===== src/rtl/sprite_dma_pkg.sv =====
// Shared constants, encodings and register-index helper for the sprite DMA engine.
package sprite_dma_pkg;

  localparam int unsigned NSPR = 8;
  localparam int unsigned PTRW = 20;

  localparam logic [8:0] SPRPTBASE     = 9'h120;
  localparam logic [8:0] SPRPOSCTLBASE = 9'h140;
  localparam logic [7:0] NOREG         = 8'hFF;

  typedef enum logic [1:0] {
    ST_IDLE   = 2'd0,
    ST_WAIT   = 2'd1,
    ST_ACTIVE = 2'd2
  } spr_state_t;

  typedef enum logic [1:0] {
    MODE_NONE = 2'd0,
    MODE_CTLF = 2'd1,
    MODE_DATF = 2'd2
  } line_mode_t;

  // Word-bus register index ([8:1]) of entry n in a register bank with the given byte stride.
  function automatic logic [7:0] reg_idx(input logic [8:0] base, input int unsigned stride,
                                         input int unsigned n);
    return 8'(base[8:1] + 8'(stride * n / 2));
  endfunction

endpackage


===== src/rtl/sprite_dma_channel.sv =====
// One sprite DMA channel: pointer, vertical window, per-line fetch mode and slot match.
module sprite_dma_channel
  import sprite_dma_pkg::*;
#(
  parameter int unsigned IDX      = 0,
  parameter logic [8:0]  SLOTBASE = 9'h02A,
  parameter logic [8:0]  VBSTOP   = 9'd25
) (
  input  logic            clk,
  input  logic            reset,
  input  logic [8:0]      i_hpos,
  input  logic [8:0]      i_vpos,
  input  logic            i_sprdmaen,
  input  logic            i_wr_pth,
  input  logic            i_wr_ptl,
  input  logic            i_wr_pos,
  input  logic            i_wr_ctl,
  input  logic [15:0]     i_data,
  output logic            o_dma_c,
  output logic [7:0]      o_reg_c,
  output logic [PTRW-1:0] o_ptr
);

  localparam logic [8:0] SLOT0  = 9'(SLOTBASE + 9'(8 * IDX));
  localparam logic [8:0] SLOT1  = 9'(SLOT0 + 9'd4);
  localparam logic [7:0] POSREG = reg_idx(SPRPOSCTLBASE, 8, IDX);

  spr_state_t      r_state, w_state_nxt;
  line_mode_t      r_mode, w_mode_nxt;
  logic [PTRW-1:0] r_ptr;
  logic [8:0]      r_vstart, r_vstop;
  logic            w_slot0, w_slot1, w_take;

  assign w_slot0 = (i_hpos == SLOT0);
  assign w_slot1 = (i_hpos == SLOT1);
  assign w_take  = i_sprdmaen && (r_mode != MODE_NONE) && (w_slot0 || w_slot1);
  assign o_dma_c = w_take;
  assign o_ptr   = r_ptr;

  // Destination register: POS/CTL for control fetches, DATA/DATB for data fetches.
  always_comb begin
    o_reg_c = 8'h00;
    if (w_take) begin
      o_reg_c = POSREG + ((r_mode == MODE_DATF) ? 8'd2 : 8'd0) + (w_slot1 ? 8'd1 : 8'd0);
    end
  end

  always_comb begin
    w_state_nxt = r_state;
    w_mode_nxt  = r_mode;
    if (i_hpos == 9'd0) begin
      if (i_vpos == VBSTOP) begin
        w_mode_nxt = MODE_CTLF;
      end else if (r_state == ST_ACTIVE && i_vpos == r_vstop) begin
        w_mode_nxt  = MODE_CTLF;
        w_state_nxt = ST_WAIT;
      end else if (r_state == ST_WAIT && i_vpos == r_vstart && i_vpos == r_vstop) begin
        w_mode_nxt = MODE_CTLF;
      end else if (r_state == ST_WAIT && i_vpos == r_vstart) begin
        w_mode_nxt  = MODE_DATF;
        w_state_nxt = ST_ACTIVE;
      end else if (r_state == ST_ACTIVE) begin
        w_mode_nxt = MODE_DATF;
      end else begin
        w_mode_nxt = MODE_NONE;
      end
    end
    // A CTL write re-arms the sprite even on the line-decision cycle.
    if (i_wr_ctl) begin
      w_state_nxt = ST_WAIT;
    end
  end

  always_ff @(posedge clk or posedge reset) begin
    if (reset) begin
      r_state <= ST_IDLE;
      r_mode  <= MODE_NONE;
    end else begin
      r_state <= w_state_nxt;
      r_mode  <= w_mode_nxt;
    end
  end

  // Register writes are applied after the increment so CPU-written pointer bits win.
  always_ff @(posedge clk or posedge reset) begin
    if (reset) begin
      r_ptr    <= '0;
      r_vstart <= '0;
      r_vstop  <= '0;
    end else begin
      if (w_take) begin
        r_ptr <= r_ptr + 20'd1;
      end
      if (i_wr_pth) begin
        r_ptr[19:15] <= i_data[4:0];
      end
      if (i_wr_ptl) begin
        r_ptr[14:0] <= i_data[15:1];
      end
      if (i_wr_pos) begin
        r_vstart[8:1] <= i_data[15:8];
      end
      if (i_wr_ctl) begin
        r_vstop[8:1] <= i_data[15:8];
        r_vstart[0]  <= i_data[2];
        r_vstop[0]   <= i_data[1];
      end
    end
  end

endmodule


===== src/rtl/sprite_dma.sv =====
// Sprite DMA engine top: register decode, eight channels, bus-owner merge.
module sprite_dma
  import sprite_dma_pkg::*;
#(
  parameter logic [8:0] SLOTBASE = 9'h02A,
  parameter logic [8:0] VBSTOP   = 9'd25
) (
  input  logic            clk,
  input  logic            reset,
  input  logic [8:0]      hpos,
  input  logic [8:0]      vpos,
  input  logic            sprdmaen,
  input  logic [7:0]      reg_address_in,
  input  logic [15:0]     data_in,
  output logic            dma,
  output logic [7:0]      reg_address_out,
  output logic [PTRW-1:0] address_out
);

  logic [NSPR-1:0] w_dma;
  logic [NSPR-1:0] w_wr_pth, w_wr_ptl, w_wr_pos, w_wr_ctl;
  logic [7:0]      w_reg [NSPR];
  logic [PTRW-1:0] w_ptr [NSPR];
  logic [7:0]      w_reg_or;

  for (genvar n = 0; n < NSPR; n++) begin : g_spr
    localparam logic [7:0] PTHREG = reg_idx(SPRPTBASE, 4, n);
    localparam logic [7:0] POSREG = reg_idx(SPRPOSCTLBASE, 8, n);

    assign w_wr_pth[n] = (reg_address_in == PTHREG);
    assign w_wr_ptl[n] = (reg_address_in == PTHREG + 8'd1);
    assign w_wr_pos[n] = (reg_address_in == POSREG);
    assign w_wr_ctl[n] = (reg_address_in == POSREG + 8'd1);

    sprite_dma_channel #(
      .IDX      (n),
      .SLOTBASE (SLOTBASE),
      .VBSTOP   (VBSTOP)
    ) u_chan (
      .clk        (clk),
      .reset      (reset),
      .i_hpos     (hpos),
      .i_vpos     (vpos),
      .i_sprdmaen (sprdmaen),
      .i_wr_pth   (w_wr_pth[n]),
      .i_wr_ptl   (w_wr_ptl[n]),
      .i_wr_pos   (w_wr_pos[n]),
      .i_wr_ctl   (w_wr_ctl[n]),
      .i_data     (data_in),
      .o_dma_c    (w_dma[n]),
      .o_reg_c    (w_reg[n]),
      .o_ptr      (w_ptr[n])
    );
  end

  assign dma = |w_dma;

  // Slots never overlap, so at most one channel is selected and an AND-OR merge suffices.
  always_comb begin
    address_out = '0;
    w_reg_or    = '0;
    for (int n = 0; n < NSPR; n++) begin
      if (w_dma[n]) begin
        address_out = address_out | w_ptr[n];
        w_reg_or    = w_reg_or | w_reg[n];
      end
    end
    reg_address_out = dma ? w_reg_or : NOREG;
  end

endmodule

===== config.mk =====
export PLATFORM = sky130hd
export DESIGN_NAME = sprite_dma
export DESIGN_NICKNAME = d
export VERILOG_FILES = /design/src/rtl/sprite_dma_pkg.sv /design/src/rtl/sprite_dma_channel.sv /design/src/rtl/sprite_dma.sv
export SDC_FILE = /design/constraint.sdc
export NUM_CORES = 1
export LEC_CHECK = 0
export CAP_MARGIN = 20
export CELL_PAD_IN_SITES_DETAIL_PLACEMENT = 1
export CELL_PAD_IN_SITES_GLOBAL_PLACEMENT = 1
export CORE_ASPECT_RATIO = 0.75
export CORE_MARGIN = 10
export CORE_UTILIZATION = 45
export DETAILED_ROUTE_END_ITERATION = 8
export PLACE_DENSITY = 0.84
export SLEW_MARGIN = 10
export SYNTH_ARGS = -nofsm -noshare
export SYNTH_HDL_FRONTEND = slang
export SYNTH_SLANG_ARGS = --single-unit

===== constraint.sdc =====
create_clock -name clk -period 39.2 [get_ports clk]
set_input_delay 11.76 -clock clk [delete_from_list [all_inputs] [get_ports clk]]
set_output_delay 11.76 -clock clk [all_outputs]
set_load 0.05 [all_outputs]

## After elaboration in Yosys (flattened, before gate mapping)

Index checks and enable logic that the tools add are counted.

| word-level totals | value |
|---|---|
| register bits after elaboration | 336 |
| bits in latches | 0 |
| memory bits (writable) | 0 |
| bits in read-only memories | 0 |
| output and inout bits | 29 |
| word-level logic and storage cells | 449 |
| memories kept | 0 |

| cells by class | value |
|---|---|
| add/subtract/negate cells | 24 |
| $mul | 0 |
| divide/modulo/power cells | 0 |
| magnitude comparators | 0 |
| eq/ne operators | 105 |
| shift-type cells | 0 |
| mux-type cells | 152 |
| bitwise logic cells | 14 |
| reduce and logical (&&, ||, !) cells | 98 |

Operators with widths:

| operator | count |
|---|---|
| 20-bit 2-to-1 mux | 16 |
| 8-bit == test, second input constant | 32 |
| 2-bit 2-to-1 mux | 96 |
| 20-bit by 1-bit adder with 20-bit output, second input constant | 8 |
| 9-bit == test | 16 |
| 20-bit OR | 7 |
| 8-bit 2-to-1 mux | 16 |
| 15-bit 2-to-1 mux | 8 |
| 9-bit by 7-bit == test with 1-bit output, second input constant | 10 |
| 8-bit adder | 8 |
| 8-bit adder, first input constant | 8 |
| 2-bit nonzero test | 32 |
| 8-bit OR | 7 |
| 9-bit by 6-bit == test with 1-bit output, second input constant | 6 |
| 1-bit logical AND | 40 |
| 5-bit 2-to-1 mux | 8 |
| 2-bit == test, second input constant | 16 |
| 4-bit AND reduction | 8 |
| 3-bit by 1-bit != test with 1-bit output, second input constant | 8 |
| 3-bit nonzero test | 8 |
| 2-bit by 1-bit == test with 1-bit output, second input constant | 8 |
| 2-bit by 1-bit != test with 1-bit output, second input constant | 8 |
| 9-bit by 5-bit == test with 1-bit output, second input constant | 1 |
| 9-bit logical NOT | 1 |
| 3 further kinds | 17 |

## Longest topological paths before layout

| depth | value |
|---|---|
| depth in word-level cells | 20 |
| depth in mapped cells | 9 |
| gate-level depth less buffers | 6 |

## Modules after synthesis

A second synthesis with hierarchy kept.

| unflattened totals | value |
|---|---|
| cells, all modules | 2046 |
| area, all modules | 20219.4 µm² |

By module, submodules not included:

| module | times used | cells each | area each (µm²) | seq. area each (µm²) |
|---|---|---|---|---|
| sprite_dma_channel at g_spr[5].u_chan ... | 2 | 230 | 2369.8 | 1051.0 |
| sprite_dma_channel at g_spr[6].u_chan | 1 | 228 | 2372.3 | 1051.0 |
| sprite_dma_channel at g_spr[0].u_chan | 1 | 228 | 2367.3 | 1051.0 |
| sprite_dma_channel at g_spr[2].u_chan | 1 | 224 | 2332.2 | 1051.0 |
| sprite_dma_channel at g_spr[4].u_chan | 1 | 226 | 2332.2 | 1051.0 |
| sprite_dma_channel at g_spr[3].u_chan | 1 | 228 | 2309.7 | 1051.0 |
| sprite_dma_channel at g_spr[1].u_chan | 1 | 227 | 2303.5 | 1051.0 |
| sprite_dma | 1 | 225 | 1462.7 | 0.0 |

## Least setup slack after synthesis

OpenSTA, ideal clock, no wires.

| timing path | value |
|---|---|
| path type | input to output |
| from | input hpos[5] |
| to | output reg_address_out[3] |
| arrival | 14.518 ns |
| required time | 27.440 ns |
| setup slack | 12.922 ns |
| stages | 8 |
| buffers on the path | 2 |
| path through | buf_2 -> or3b_1 -> buf_2 -> nor4_2 -> nor2_1 -> nand4_1 -> inv_1 -> or4_1 |

RTL lines:

| what | RTL line | RTL |
|---|---|---|
| from (decl) | sprite_dma.sv:10 | `input logic [8:0] hpos,` |
| 9-bit by 6-bit == test with 1-bit output, or another cell as far along | sprite_dma_channel.sv:34 | `assign w_slot0 = (i_hpos == SLOT0);` |
| 1-bit logical OR | sprite_dma_channel.sv:36 | `assign w_take = i_sprdmaen && (r_mode != MODE_NONE) && (w_slot0 \|\| w_slot1);` |
| 1-bit logical AND | sprite_dma_channel.sv:36 |  |
| 8-bit OR reduction (*) | sprite_dma.sv:56 | `assign dma = \|w_dma;` |
| via dma | sprite_dma.sv:15 | `output logic dma,` |
| 8-bit 2-to-1 mux (*) | sprite_dma.sv:68 | `reg_address_out = dma ? w_reg_or : NOREG;` |
| to (decl) | sprite_dma.sv:16 | `output logic [7:0] reg_address_out,` |

The timed path passes the listed nets; every way through them passes the cells marked *.

## Final worst setup path

| timing path | value |
|---|---|
| from | input hpos[3] |
| to | output address_out[14] |

| between the ends | value |
|---|---|
| longest elaborated chain between the ends | 18 |

Ends and longest elaborated chain:

| what | RTL line | RTL |
|---|---|---|
| 9-bit by 6-bit == test with 1-bit output (on tied branches) | sprite_dma_channel.sv:34, sprite_dma_channel.sv:35 |  |
| 1-bit logical OR | sprite_dma_channel.sv:36 |  |
| 1-bit logical AND | sprite_dma_channel.sv:36 |  |
| 20-bit 2-to-1 mux | sprite_dma.sv:63 | `if (w_dma[n]) begin` |
| 20-bit OR | sprite_dma.sv:64 | `address_out = address_out \| w_ptr[n];` |
| 20-bit 2-to-1 mux | sprite_dma.sv:63 |  |
| 20-bit OR | sprite_dma.sv:64 |  |
| 20-bit 2-to-1 mux | sprite_dma.sv:63 |  |
| [2 not listed] | - |  |
| 20-bit OR | sprite_dma.sv:64 |  |
| 20-bit 2-to-1 mux | sprite_dma.sv:63 |  |
| 20-bit OR | sprite_dma.sv:64 |  |
| 20-bit 2-to-1 mux | sprite_dma.sv:63 |  |
| 20-bit OR | sprite_dma.sv:64 |  |
| 20-bit 2-to-1 mux | sprite_dma.sv:63 |  |
| 20-bit OR | sprite_dma.sv:64 |  |
| 20-bit 2-to-1 mux (*) | sprite_dma.sv:63 |  |
| to (decl) | sprite_dma.sv:17 | `output logic [PTRW-1:0] address_out` |

Mark *: on every way between the ends. The rest lies on a longest branch, timed or not.

==> flow_summary.json <==
{
  "nets": 2051,
  "drv_cap": 0,
  "top_usage_layer": "met2",
  "synth_area_per_cell_um2": 9.62,
  "drc": 0,
  "synth_ff_type": "dfrtp_1",
  "ctsHoldBuffers": 0,
  "yosys.cell_types.count": 67,
  "min_period_ns": 27.04,
  "crit_top_cell": "clkdlybuf4s50_1",
  "overflow": 0,
  "period_share_pct": 69.0,
  "via_count": 16891,
  "finalPower_uw": 920,
  "leakagePower_nw": 9.29,
  "cts_resized": 0,
  "grtUsageMet1_pct": 40.3,
  "crit_end": "address_out[14]",
  "powerDensity_nw_per_um2": 42.5,
  "cts_tree": "done",
  "fin_cells": 2592,
  "cp-startpoint": "hpos[3]",
  "wl_um": 74500,
  "synthToLayoutAreaGrowth_pct": 13.2,
  "reg2reg_from": "g_spr[1].u_chan.o_ptr[2]",
  "reg2reg_slack_ns": 36.40,
  "start_util_pct": 45.5,
  "grt_pass1_wl_um": 112000,
  "vias_per_cell": 6.52,
  "fin_skew_ns": 0.0148,
  "grt_pass1_vias": 17390,
  "clock_latency_ns": 0.55,
  "drtIter0Drc": 2045,
  "dieArea_um2": 51200,
  "cts_setup_buffers": 0,
  "dp_slack_ns": 12.20,
  "slowest_delay_ns": 0.84,
  "antenna_found_initial": 1,
  "ys_warn_count": 0,
  "synth_enable_flop_cells": 0,
  "ant_nets": 0,
  "die_w_um": 258,
  "cts_root_buffer": "clkbuf_16",
  "worstSetupStartpointType": "input port",
  "hold_class": "reg2reg",
  "cp_max_fo": 39,
  "clk_pin_slew_worst_paths_ns": 0.06,
  "worstMarginPinSlew_ns": 1.18,
  "clock_path_buffers": 3,
  "ys_seq_elements": 336,
  "setup_ws_ns": 12.17,
  "globalplace.congestion": 0.979,
  "slew_headroom_pct": 20.8,
  "final.fill_count": 4653,
  "ios": 74,
  "firstDrtPassIters": 5,
  "fmax_mhz": 37.0,
  "hold_depth": 1,
  "coreArea_um2": 42000,
  "hp-start": "g_spr[3].u_chan.r_vstop[2]",
  "slew_viol_final": 0,
  "criticalPathCategory": "in2out",
  "numCtsBuffers": 38,
  "met2_usage_pct": 43.7,
  "ys_async_sr_fraction_pct": 100,
  "crit_slowest_cell": "or4b_1",
  "track_usage_pct": 28.7,
  "syn-instance-count": 1988,
  "ir_worst_vdd_mv": 0.0272,
  "die_h_um": 199,
  "endpoint_kind": "primary output",
  "final_util_pct": 51.5,
  "num_rows": 65,
  "status": "finished clean",
  "place_inst": 2523,
  "grt_max_degree": 167,
  "worstPathArrival_ns": 15.28,
  "finalSetupTns_ns": 0,
  "portBuffers": 71,
  "crit_required_ns": 27.44,
  "yosysSeqAreaShare_pct": 44.0,
  "rr_worst_depth": 5,
  "drive_gt1_share_pct": 12.8,
  "rsz0062_at_grt": "false",
  "crit_chain": "clkdlybuf4s50_1 > or4b_1 > nor4_4 > buf_4 > a22o_1 > a221oi_1 > nand3_1 > clkdlybuf4s50_1",
  "avgRoutedWirePerCell_um": 28.7,
  "htreeDepth": 2,
  "dp_hpwl_um": 50700,
  "synthesis.area_um2": 19100,
  "worstReg2RegEnd": "g_spr[1].u_chan.o_ptr[19]",
  "setup_viol": 0,
  "hold_viol": 0,
  "grtUsageMet3_pct": 5.95,
  "clock_sinks": 336
}
[cell usage after synthesis (10+ instances only)]
library cell | count | area share, %
nand3_1 | 81 | 2.1
xor2_1 | 181 | 8.3
and3_1 | 24 | 0.79
clkbuf_1 | 102 | 2.0
inv_1 | 41 | 0.80
a22oi_1 | 41 | 1.6
a21oi_1 | 114 | 3.0
o21ai_0 | 50 | 1.3
buf_2 | 26 | 0.68
nor4_1 | 62 | 2.0
a31oi_1 | 30 | 0.98
and4_1 | 13 | 0.60
or3_1 | 16 | 0.52
o211ai_1 | 13 | 0.51
nand4_1 | 81 | 2.7
nor3_1 | 46 | 1.2
dfrtp_1 | 336 | 44
or4_1 | 14 | 0.55
mux2_2 | 144 | 8.5
and2_1 | 10 | 0.33
a221oi_1 | 21 | 0.96
a22o_1 | 19 | 0.87
nor2_1 | 160 | 3.1
xnor2_1 | 94 | 4.3
nand2_1 | 149 | 2.9
[placed cells by master, fill, tap and decap left out, types with 68 or more instances in the layout]
master | Yosys | layout
a21oi_1 | 114 | 114
clkdlybuf4s50_1 | 0 | 68
dfrtp_1 | 336 | 336
mux2_2 | 144 | 144
nand2_1 | 149 | 149
nand3_1 | 81 | 81
nand4_1 | 81 | 81
nor2_1 | 160 | 159
xnor2_1 | 94 | 94
xor2_1 | 181 | 181
[routing by layer]
| metal | share of wire (%) | up-vias | routed length (µm) |
|---|---|---|---|
| li1 | - | 7162 | - |
| met1 | 43 | 8754 | 32100 |
| met2 | 44 | 813 | 32700 |
| met3 | 9.9 | 162 | 7350 |
| met4 | 3.0 | 0 | 2240 |
| met5 | 0 | - | 0 |
[cell type report]
| cell class | instances | area (µm²) | share of cell area, % |
|---|---|---|---|
| well taps | 569 | 712 | 3.29 |
| repair buffers | 109 | 1050 | 4.85 |
| inverters | 41 | 161 | 0.746 |
| multi-input cells | 1472 | 10100 | 46.5 |
| clock inverters | 10 | 158 | 0.728 |
| clock buffers | 54 | 1090 | 5.05 |
| diodes | 1 | 2.50 | 0.0116 |
| flip-flops and latches | 336 | 8410 | 38.8 |
[logic make-up (layout without fill, tap and decap cells)]
group / after synthesis / after routing / share of synthesized area, %
adder cells (fa/ha/maj): 8 / 8 / 0.524
buffers and inverters: 181 / 214 / 3.78
multiplexers: 148 / 148 / 8.69
flip-flops: 336 / 336 / 44.0
other: 1 / 3 / 0.0196
AND/OR/NAND/NOR: 706 / 706 / 19.1
AO/OA/AOI/OAI: 333 / 333 / 11.3
XOR/XNOR: 275 / 275 / 12.6
[state kept, by name, summed over array words and instances, names as in the netlist]
register               flops
g_spr.u_chan.o_ptr       160
g_spr.u_chan.r_vstart     72
g_spr.u_chan.r_mode       16
g_spr.u_chan.r_state      16
g_spr.u_chan.r_vstop      72
[per-stage QoR]
stage / instance area, µm² / hold WS [ns]
2_1_floorplan: 19100 / 0.480
3_3_place_gp: 20300 / 0.506
3_5_place_dp: 20300 / 0.515
4_1_cts: 21600 / 0.528
5_1_grt: 21600 / 0.540
6_report: 21600 / 0.525
[where the power goes]
| part | switching [mW] | internal (mW) | total [mW] | leakage (nW) |
|---|---|---|---|---|
| Combinational | 0.0601 | 0.0470 | 0.107 | 4.21 |
| Clock | 0.152 | 0.220 | 0.372 | 0.616 |
| Sequential | 0.0598 | 0.381 | 0.441 | 4.46 |
| Total | 0.272 | 0.648 | 0.920 | 9.29 |
[critical path: cells and delay by family]
kind / cells / cell delay, ns
buf+inv: 3 / 1.91
compound gates: 2 / 0.25
simple gates: 3 / 1.31
[worst min-delay path by stage]
stage | to
floorplan | g_spr[0].u_chan.r_mode[1]
global placement | g_spr[2].u_chan.r_vstop[8]
detailed placement | g_spr[7].u_chan.r_vstart[8]
CTS | g_spr[7].u_chan.r_vstart[8]
global route | g_spr[2].u_chan.r_vstart[7]
finish | g_spr[3].u_chan.r_vstop[2]
Power figures use the tool's default switching activity.
